$ cat config.mk
export PLATFORM = sky130hd
export DESIGN_NAME = seq_alu
export DESIGN_NICKNAME = d
export VERILOG_FILES = /design/src/rtl/seq_alu.sv
export SDC_FILE = /design/constraint.sdc
export NUM_CORES = 2
export LEC_CHECK = 0
export BUFFER_PORTS_ARGS = -buffer_cell sky130_fd_sc_hd__buf_2
export CORE_ASPECT_RATIO = 0.7
export CORE_MARGIN = 5
export CORE_UTILIZATION = 47
export CTS_CLUSTER_DIAMETER = 150
export DETAILED_ROUTE_END_ITERATION = 10
export PLACE_DENSITY = 0.75
export SYNTH_ARGS = -nofsm -noshare
export SYNTH_HDL_FRONTEND = slang
export SYNTH_SLANG_ARGS = --single-unit
export TNS_END_PERCENT = 5
$ cat constraint.sdc
create_clock -name CLK -period 6 [get_ports CLK]
set_input_delay 0.3 -clock CLK [delete_from_list [all_inputs] [get_ports CLK]]
set_output_delay 0.3 -clock CLK [all_outputs]
set_load 0.02 [all_outputs]
$ cat src/rtl/seq_alu.sv
// seq_alu: registered execute-stage ALU with a valid/ready handshake.
//   Single-cycle ops (shifts, add/sub, logic, set-less-than) produce a
//   result one cycle after accept. MULT/MULTU use a radix-2 shift-add on
//   operand magnitudes and DIV/DIVU use restoring division. Both run WIDTH
//   iteration steps before the result is presented.
//
// Ports:
//   CLK, RST           clock, synchronous active-high reset
//   in_valid/in_ready  request handshake (in_ready high only while idle)
//   aluop              opcode 0..15 (see localparams below)
//   port_a, port_b     operands, latched at accept
//   out_valid/out_ready result handshake; results hold until taken
//   result_lo          result / product low / quotient
//   result_hi          product high / remainder, 0 for single-cycle ops
//   overflow           signed overflow (ADD/SUB, DIV of min by -1)
//   negative, zero     flags derived from the final result_lo
//   div_by_zero        divide with port_b == 0
module seq_alu #(
  parameter int WIDTH = 32,
  parameter int SHW   = $clog2(WIDTH)
) (
  input  logic             CLK,
  input  logic             RST,
  input  logic             in_valid,
  output logic             in_ready,
  input  logic [3:0]       aluop,
  input  logic [WIDTH-1:0] port_a,
  input  logic [WIDTH-1:0] port_b,
  output logic             out_valid,
  input  logic             out_ready,
  output logic [WIDTH-1:0] result_lo,
  output logic [WIDTH-1:0] result_hi,
  output logic             overflow,
  output logic             negative,
  output logic             zero,
  output logic             div_by_zero
);

  localparam int CW = $clog2(WIDTH) + 1;

  localparam logic [3:0] OP_SLL   = 4'd0;
  localparam logic [3:0] OP_SRL   = 4'd1;
  localparam logic [3:0] OP_SRA   = 4'd2;
  localparam logic [3:0] OP_ADD   = 4'd3;
  localparam logic [3:0] OP_SUB   = 4'd4;
  localparam logic [3:0] OP_AND   = 4'd5;
  localparam logic [3:0] OP_OR    = 4'd6;
  localparam logic [3:0] OP_XOR   = 4'd7;
  localparam logic [3:0] OP_NOR   = 4'd8;
  localparam logic [3:0] OP_SLT   = 4'd9;
  localparam logic [3:0] OP_SLTU  = 4'd10;
  localparam logic [3:0] OP_MULT  = 4'd11;
  localparam logic [3:0] OP_MULTU = 4'd12;
  localparam logic [3:0] OP_DIV   = 4'd13;
  localparam logic [3:0] OP_DIVU  = 4'd14;

  typedef enum logic [1:0] {
    IDLE = 2'd0,
    MUL  = 2'd1,
    DIV  = 2'd2,
    DONE = 2'd3
  } state_t;

  state_t state, state_nx;

  // Absolute value when the operand is treated as signed. The most-negative
  // value maps to 2^(WIDTH-1), which is still correct as an unsigned magnitude.
  function automatic logic [WIDTH-1:0] magnitude(input logic [WIDTH-1:0] v,
                                                 input logic sgn);
    return (sgn && v[WIDTH-1]) ? -v : v;
  endfunction

  function automatic logic [WIDTH-1:0] cond_neg(input logic [WIDTH-1:0] v,
                                                input logic neg);
    return neg ? -v : v;
  endfunction

  function automatic logic [2*WIDTH-1:0] cond_neg2(input logic [2*WIDTH-1:0] v,
                                                   input logic neg);
    return neg ? -v : v;
  endfunction

  // Signed overflow: for ADD the operand signs match, for SUB they differ,
  // and in both cases the result sign differs from A.
  function automatic logic add_ovf(input logic sgn_a, input logic sgn_b,
                                   input logic sgn_r, input logic is_sub);
    return is_sub ? ((sgn_a != sgn_b) && (sgn_r != sgn_a))
                  : ((sgn_a == sgn_b) && (sgn_r != sgn_a));
  endfunction

  logic accept;
  logic is_mul, is_div, mul_signed, div_signed;
  logic [CW-1:0] cnt;
  logic last;

  assign in_ready   = (state == IDLE) & ~RST;
  assign accept     = in_valid & in_ready;
  assign out_valid  = (state == DONE);
  assign mul_signed = (aluop == OP_MULT);
  assign div_signed = (aluop == OP_DIV);
  assign is_mul     = (aluop == OP_MULT) || (aluop == OP_MULTU);
  assign is_div     = (aluop == OP_DIV)  || (aluop == OP_DIVU);
  assign last       = (cnt == CW'(1));

  // ---------------------------------------------------------------------
  // Single-cycle datapath, evaluated from the live inputs at accept
  // ---------------------------------------------------------------------
  logic signed [WIDTH-1:0] sa, sb;
  logic [WIDTH-1:0] sum, diff, sc_lo;
  logic [SHW-1:0]   shamt;
  logic             sc_ovf;

  assign sa    = port_a;
  assign sb    = port_b;
  assign shamt = port_b[SHW-1:0];
  assign sum   = port_a + port_b;
  assign diff  = port_a - port_b;

  always_comb begin
    sc_lo  = '0;
    sc_ovf = 1'b0;
    case (aluop)
      OP_SLL:  sc_lo = port_a << shamt;
      OP_SRL:  sc_lo = port_a >> shamt;
      OP_SRA:  sc_lo = sa >>> shamt;
      OP_ADD: begin
        sc_lo  = sum;
        sc_ovf = add_ovf(port_a[WIDTH-1], port_b[WIDTH-1], sum[WIDTH-1], 1'b0);
      end
      OP_SUB: begin
        sc_lo  = diff;
        sc_ovf = add_ovf(port_a[WIDTH-1], port_b[WIDTH-1], diff[WIDTH-1], 1'b1);
      end
      OP_AND:  sc_lo = port_a & port_b;
      OP_OR:   sc_lo = port_a | port_b;
      OP_XOR:  sc_lo = port_a ^ port_b;
      OP_NOR:  sc_lo = ~(port_a | port_b);
      OP_SLT:  sc_lo[0] = (sa < sb);
      OP_SLTU: sc_lo[0] = (port_a < port_b);
      default: sc_lo = '0;
    endcase
  end

  // ---------------------------------------------------------------------
  // Iterative datapath working registers
  //   mcand : multiplicand magnitude / divisor magnitude
  //   acc   : partial product high half / partial remainder
  //   mq    : multiplier being consumed / dividend shifting into quotient
  // ---------------------------------------------------------------------
  logic [WIDTH-1:0] mcand, acc, mq, a_lat;
  logic             neg_lo, neg_hi, sdiv_ovf, dz_lat;

  logic [WIDTH:0]   mul_sum;
  logic [WIDTH-1:0] mul_acc_nx, mul_mq_nx;
  logic [WIDTH:0]   div_shift, div_trial;
  logic             div_ge;
  logic [WIDTH-1:0] div_rem_nx, div_mq_nx;

  // Shift-add step: add the multiplicand when the current multiplier bit is
  // set, then shift {carry, acc, mq} right by one.
  assign mul_sum    = {1'b0, acc} + (mq[0] ? {1'b0, mcand} : '0);
  assign mul_acc_nx = mul_sum[WIDTH:1];
  assign mul_mq_nx  = {mul_sum[0], mq[WIDTH-1:1]};

  // Restoring step: bring the next dividend bit into the remainder and keep
  // the trial subtraction only when it does not go negative.
  assign div_shift  = {acc, mq[WIDTH-1]};
  assign div_trial  = div_shift - {1'b0, mcand};
  assign div_ge     = ~div_trial[WIDTH];
  assign div_rem_nx = div_ge ? div_trial[WIDTH-1:0] : div_shift[WIDTH-1:0];
  assign div_mq_nx  = {mq[WIDTH-2:0], div_ge};

  always_ff @(posedge CLK) begin
    if (accept && is_mul) begin
      mcand  <= magnitude(port_a, mul_signed);
      mq     <= magnitude(port_b, mul_signed);
      acc    <= '0;
      neg_lo <= mul_signed && (port_a[WIDTH-1] ^ port_b[WIDTH-1]);
      neg_hi <= 1'b0;
    end else if (accept && is_div) begin
      mq     <= magnitude(port_a, div_signed);
      mcand  <= magnitude(port_b, div_signed);
      acc    <= '0;
      neg_lo <= div_signed && (port_a[WIDTH-1] ^ port_b[WIDTH-1]);
      neg_hi <= div_signed && port_a[WIDTH-1];
    end else if (state == MUL) begin
      acc <= mul_acc_nx;
      mq  <= mul_mq_nx;
    end else if (state == DIV) begin
      acc <= div_rem_nx;
      mq  <= div_mq_nx;
    end
    if (accept) begin
      a_lat    <= port_a;
      dz_lat   <= is_div && (port_b == '0);
      sdiv_ovf <= div_signed && (port_a == {1'b1, {(WIDTH-1){1'b0}}})
                             && (port_b == '1);
    end
  end

  // Final result formed from the last step's combinational outputs so the
  // result registers load on the same edge the counter reaches zero.
  logic [2*WIDTH-1:0] prod;
  logic [WIDTH-1:0]   fin_lo, fin_hi;
  logic               fin_ovf, fin_dz;

  assign prod = cond_neg2({mul_acc_nx, mul_mq_nx}, neg_lo);

  always_comb begin
    fin_lo  = '0;
    fin_hi  = '0;
    fin_ovf = 1'b0;
    fin_dz  = 1'b0;
    if (state == MUL) begin
      fin_lo = prod[WIDTH-1:0];
      fin_hi = prod[2*WIDTH-1:WIDTH];
    end else if (dz_lat) begin
      fin_lo = '1;
      fin_hi = a_lat;
      fin_dz = 1'b1;
    end else begin
      fin_lo  = cond_neg(div_mq_nx, neg_lo);
      fin_hi  = cond_neg(div_rem_nx, neg_hi);
      fin_ovf = sdiv_ovf;
    end
  end

  // ---------------------------------------------------------------------
  // Result registers and step counter
  // ---------------------------------------------------------------------
  always_ff @(posedge CLK) begin
    if (RST) begin
      cnt         <= '0;
      result_lo   <= '0;
      result_hi   <= '0;
      overflow    <= 1'b0;
      negative    <= 1'b0;
      zero        <= 1'b0;
      div_by_zero <= 1'b0;
    end else if (accept) begin
      if (is_mul || is_div) begin
        cnt <= CW'(WIDTH);
      end else begin
        cnt         <= '0;
        result_lo   <= sc_lo;
        result_hi   <= '0;
        overflow    <= sc_ovf;
        negative    <= sc_lo[WIDTH-1];
        zero        <= (sc_lo == '0);
        div_by_zero <= 1'b0;
      end
    end else if ((state == MUL) || (state == DIV)) begin
      cnt <= cnt - CW'(1);
      if (last) begin
        result_lo   <= fin_lo;
        result_hi   <= fin_hi;
        overflow    <= fin_ovf;
        negative    <= fin_lo[WIDTH-1];
        zero        <= (fin_lo == '0);
        div_by_zero <= fin_dz;
      end
    end
  end

  // ---------------------------------------------------------------------
  // Control FSM
  // ---------------------------------------------------------------------
  always_ff @(posedge CLK) begin
    if (RST) state <= IDLE;
    else     state <= state_nx;
  end

  always_comb begin
    state_nx = state;
    case (state)
      IDLE: begin
        if (accept) begin
          if (is_mul)      state_nx = MUL;
          else if (is_div) state_nx = DIV;
          else             state_nx = DONE;
        end
      end
      MUL, DIV: begin
        if (last) state_nx = DONE;
      end
      DONE: begin
        if (out_ready) state_nx = IDLE;
      end
      default: state_nx = IDLE;
    endcase
  end

endmodule

==> flow_summary_export.csv <==
group,metric,value,unit
synthesis,synth_area_leaders,"edfxtp_1 (10%), dfxtp_1 (7.5%), ha_1 (7.5%)",
detailed_routing,drt_iter0_markers,5965,
power_and_ir_drop,power_density,430,nW/um^2
setup_path,cp_slowest_stage_delay,0.55,ns
grt,antenna_found_initial,9,
detailed_routing,wl_per_cell,30.0,um
grt,grt_pass1_vias,29300,
clocking,post_cts_buffers,0,
run_status,status,"finished with violations",
hold_path,hold_path.class,"in2reg",
setup_path,crit_chain,"inv_1 -> ha_1 -> inv_1 -> fa_1 -> a21oi_1 -> o21ai_1 -> a311oi_2 -> a2111oi_2 -> o21a_1 -> nor2_4 -> buf_4 -> nand2_1 -> nand2_1 -> inv_1 -> ha_1 -> inv_1 -> nor2_1 -> and4b_1 -> mux2i_1 -> nor4_2 -> buf_4 -> a31o_2 -> xor2_1 -> a221oi_1",
synthesis,ys_types,101,
die,dieHeight,217,um
synthesis,synth_top_area_cell,"edfxtp_1",
final_layout,synthToLayoutAreaGrowth,8.47,%
clocking,cts_buffers,25,
clocking,cts.path.max_buffers,3,
sta,min_period,5.71,ns
setup_path,cp_common_cell,"inv_1",
synthesis,synth_async_sr_flop_share,0,%
grt,grt-ovfl-total,0,
synthesis,synth-main-ff-cell,"dfxtp_1",
final_layout,finalNetCount,4121,
detailed_routing,wl_met2,52.9,mm
die,num_rows,76,
synthesis,synth_top_area_share,10.3,%
placement,port_buffers,141,
detailed_routing,drc_errors,0,
detailed_routing,ant_nets,0,
clocking,ctsResizeCount,0,
setup_path,crit_arrival,6.16,ns
sta,fin_hold_ws,0.172,ns
power_and_ir_drop,peakVddDrop,443,uV
detailed_routing,top_layer_used,"met5",
final_layout,instances_no_fill,4714,
setup_path,slowest_stage,"a311oi_2",
synthesis,syn_area_per_cell,7.42,sq um
sta,finalCritPeriodShare,95.1,%
setup_path,path_buf_inv,6,
detailed_routing,wirelength_met1,58.3,mm
grt,grt_usage,40.0,%
sta,hold_viol_final,0,
setup_path,end_kind,"flop",
sta,final.setup.tns,0,ns
die,ios,142,
sta,worst_pin_slew,1.50,ns
die,die_w,306,um
clocking,holdBufCountCts,0,
die,initial_core_util,47.2,%
clocking,root_buffer,"clkbuf_16",
sta,drv_slew,1,
clocking,cts.clk_slew.worst_paths,0.06,ns
synthesis,synth_edf_count,99,
detailed_routing,vias,33400,
synthesis,ys_ff_latch,207,
placement,dp_cells,4665,
sta,slew_headroom,-0.962,%
job,maxCapViolCount,1,
synthesis,synth_area,28900,sq um
sta,clock_skew,0.0305,ns
setup_path,start_kind,"flop",
grt,grt_pass1_wl,203,mm
grt,grt_max_degree,92,
sta,grt_setup_unrepaired,"false",
placement,gp_congestion,1.14,
sta,max_freq,0.175,GHz
synthesis,syn_inst,3888,
detailed_routing,dr_wl_met3,24.7,mm
detailed_routing,via_per_inst,7.08,
power_and_ir_drop,leakagePower,0.0122,uW
detailed_routing,drt_wl_total,141,mm
setup_path,critPathMaxFanout,39,
final_layout,drive_gt1_share,12.8,%
clocking,clkLatencyLatePin,0.57,ns
synthesis,synth_nets,4136,
detailed_routing,drtPass1Iterations,9,
synthesis,yosysWarnings,0,
setup_path,required,6.45,ns
clocking,htreeDepth,1,
synthesis,ys_seq_area_share,17.8,%
run_status,violations,"capacitance limit, slew limit",
clocking,clock_sinks,207,
sta,setup_viol,0,
placement,dp_hpwl,109,mm
setup_path,crit_family,"compound AO/OA/AOI/OAI gates",
die,coreArea,61100,sq um
setup_path,critical_path_class,"reg2reg",
die,dieArea,66500,sq um
clocking,cts_tree,"yes",
final timing paths:
path / startpoint / end / slack, ns / cells after the start
setup reg to reg: mq[31] / result_hi[22] / 0.29 / 24
hold / removal: port_a[3] / a_lat[3] / 0.17 / 1
setup / recovery: mq[31] / result_hi[22] / 0.29 / 24
hold reg to reg: result_hi[16] / result_hi[16] / 0.45 / 2
area by class of cell:
type | instances | area [sq um]
Fill cell | 5949 | 29800
Inverter | 175 | 657
Clock buffer | 38 | 692
Sequential cell | 207 | 5130
Tap cell | 819 | 1020
Antenna cell | 3 | 7.51
Multi-Input combinational cell | 3195 | 22000
Clock inverter | 8 | 129
Timing Repair Buffer | 269 | 1680
through the flow:
step | total power, uW | setup slack (ns) | area [sq um] | utilization, %
finish | 13400 | 0.292 | 31300 | 51.2
global route | 14100 | 0.0239 | 31300 | 51.2
CTS | 13000 | 0.510 | 31300 | 51.2
detailed placement | 11400 | 0.502 | 30500 | 49.8
global placement | 11300 | 0.653 | 30500 | 49.8
floorplan | 8700 | 0.575 | 28900 | -
synthesized netlist by cell type, types with 32 or more instances:
library cell,count
a211oi_1,77
a21o_1,45
a21oi_1,291
a22oi_1,38
a31oi_1,38
and3_1,32
buf_1,42
clkbuf_1,246
dfxtp_1,108
edfxtp_1,99
ha_1,172
inv_1,169
mux2_2,32
mux2i_1,106
mux4_2,65
nand2_1,439
nand3_1,73
nand4_1,59
nor2_1,418
nor3_1,101
nor4_1,40
o211ai_1,59
o21ai_0,222
o221ai_1,44
o31ai_1,37
or3_1,45
xnor2_1,195
xor2_1,71
sequential cells by signal, indices dropped and copies added (netlist names), 2 cells and up:
| register | cells |
|---|---|
| a_lat | 32 |
| acc | 32 |
| cnt | 6 |
| mcand | 32 |
| mq | 32 |
| result_hi | 32 |
| result_lo | 32 |
| state | 2 |
kinds of logic after synthesis:
kind of cell	Yosys count	share of synthesized area, %
AND/OR/NAND/NOR	1392	23.0
AO/OA/AOI/OAI	1158	26.9
multiplexers	203	10.0
flip-flops	207	17.8
buffers and inverters	486	6.46
XOR/XNOR	266	8.07
adder cells (fa/ha/maj)	176	7.74
cells in the final DEF (no fill, tap or decap), drive strengths merged, types with 26 or more instances in the layout:
| master | netlist | routed |
|---|---|---|
| nand2 | 439 | 439 |
| nor2 | 419 | 419 |
| a21oi | 291 | 291 |
| buf | 64 | 269 |
| o21ai | 241 | 241 |
| xnor2 | 195 | 195 |
| ha | 172 | 172 |
| inv | 169 | 172 |
| dfxtp | 108 | 108 |
| mux2i | 106 | 106 |
| nor3 | 102 | 102 |
| edfxtp | 99 | 99 |
| a211oi | 78 | 78 |
| nand3 | 73 | 73 |
| xor2 | 71 | 71 |
| mux4 | 65 | 65 |
| o211ai | 59 | 59 |
| nand4 | 59 | 59 |
| nor4 | 46 | 46 |
| or3 | 45 | 45 |
| a21o | 45 | 45 |
| o221ai | 44 | 44 |
| a31oi | 38 | 38 |
| a22oi | 38 | 38 |
| o31ai | 38 | 38 |
| clkbuf | 247 | 38 |
| and3 | 32 | 32 |
| mux2 | 32 | 32 |
| and2 | 26 | 26 |
metal layers:
layer  vias up  GRT usage, %
li1      14400             -
met1     15900          59.1
met2      2770          52.5
met3       363          16.5
met4         8          11.7
met5         -             0
power breakdown:
group / internal [uW] / leakage [uW] / switching [uW] / total [uW]
clock: 929 / 0.000402 / 659 / 1590
combinational: 3240 / 0.00998 / 6070 / 9310
sequential: 1970 / 0.00181 / 581 / 2550
total: 6130 / 0.0122 / 7310 / 13400
Note: power is estimated with default switching activity, not from simulation.
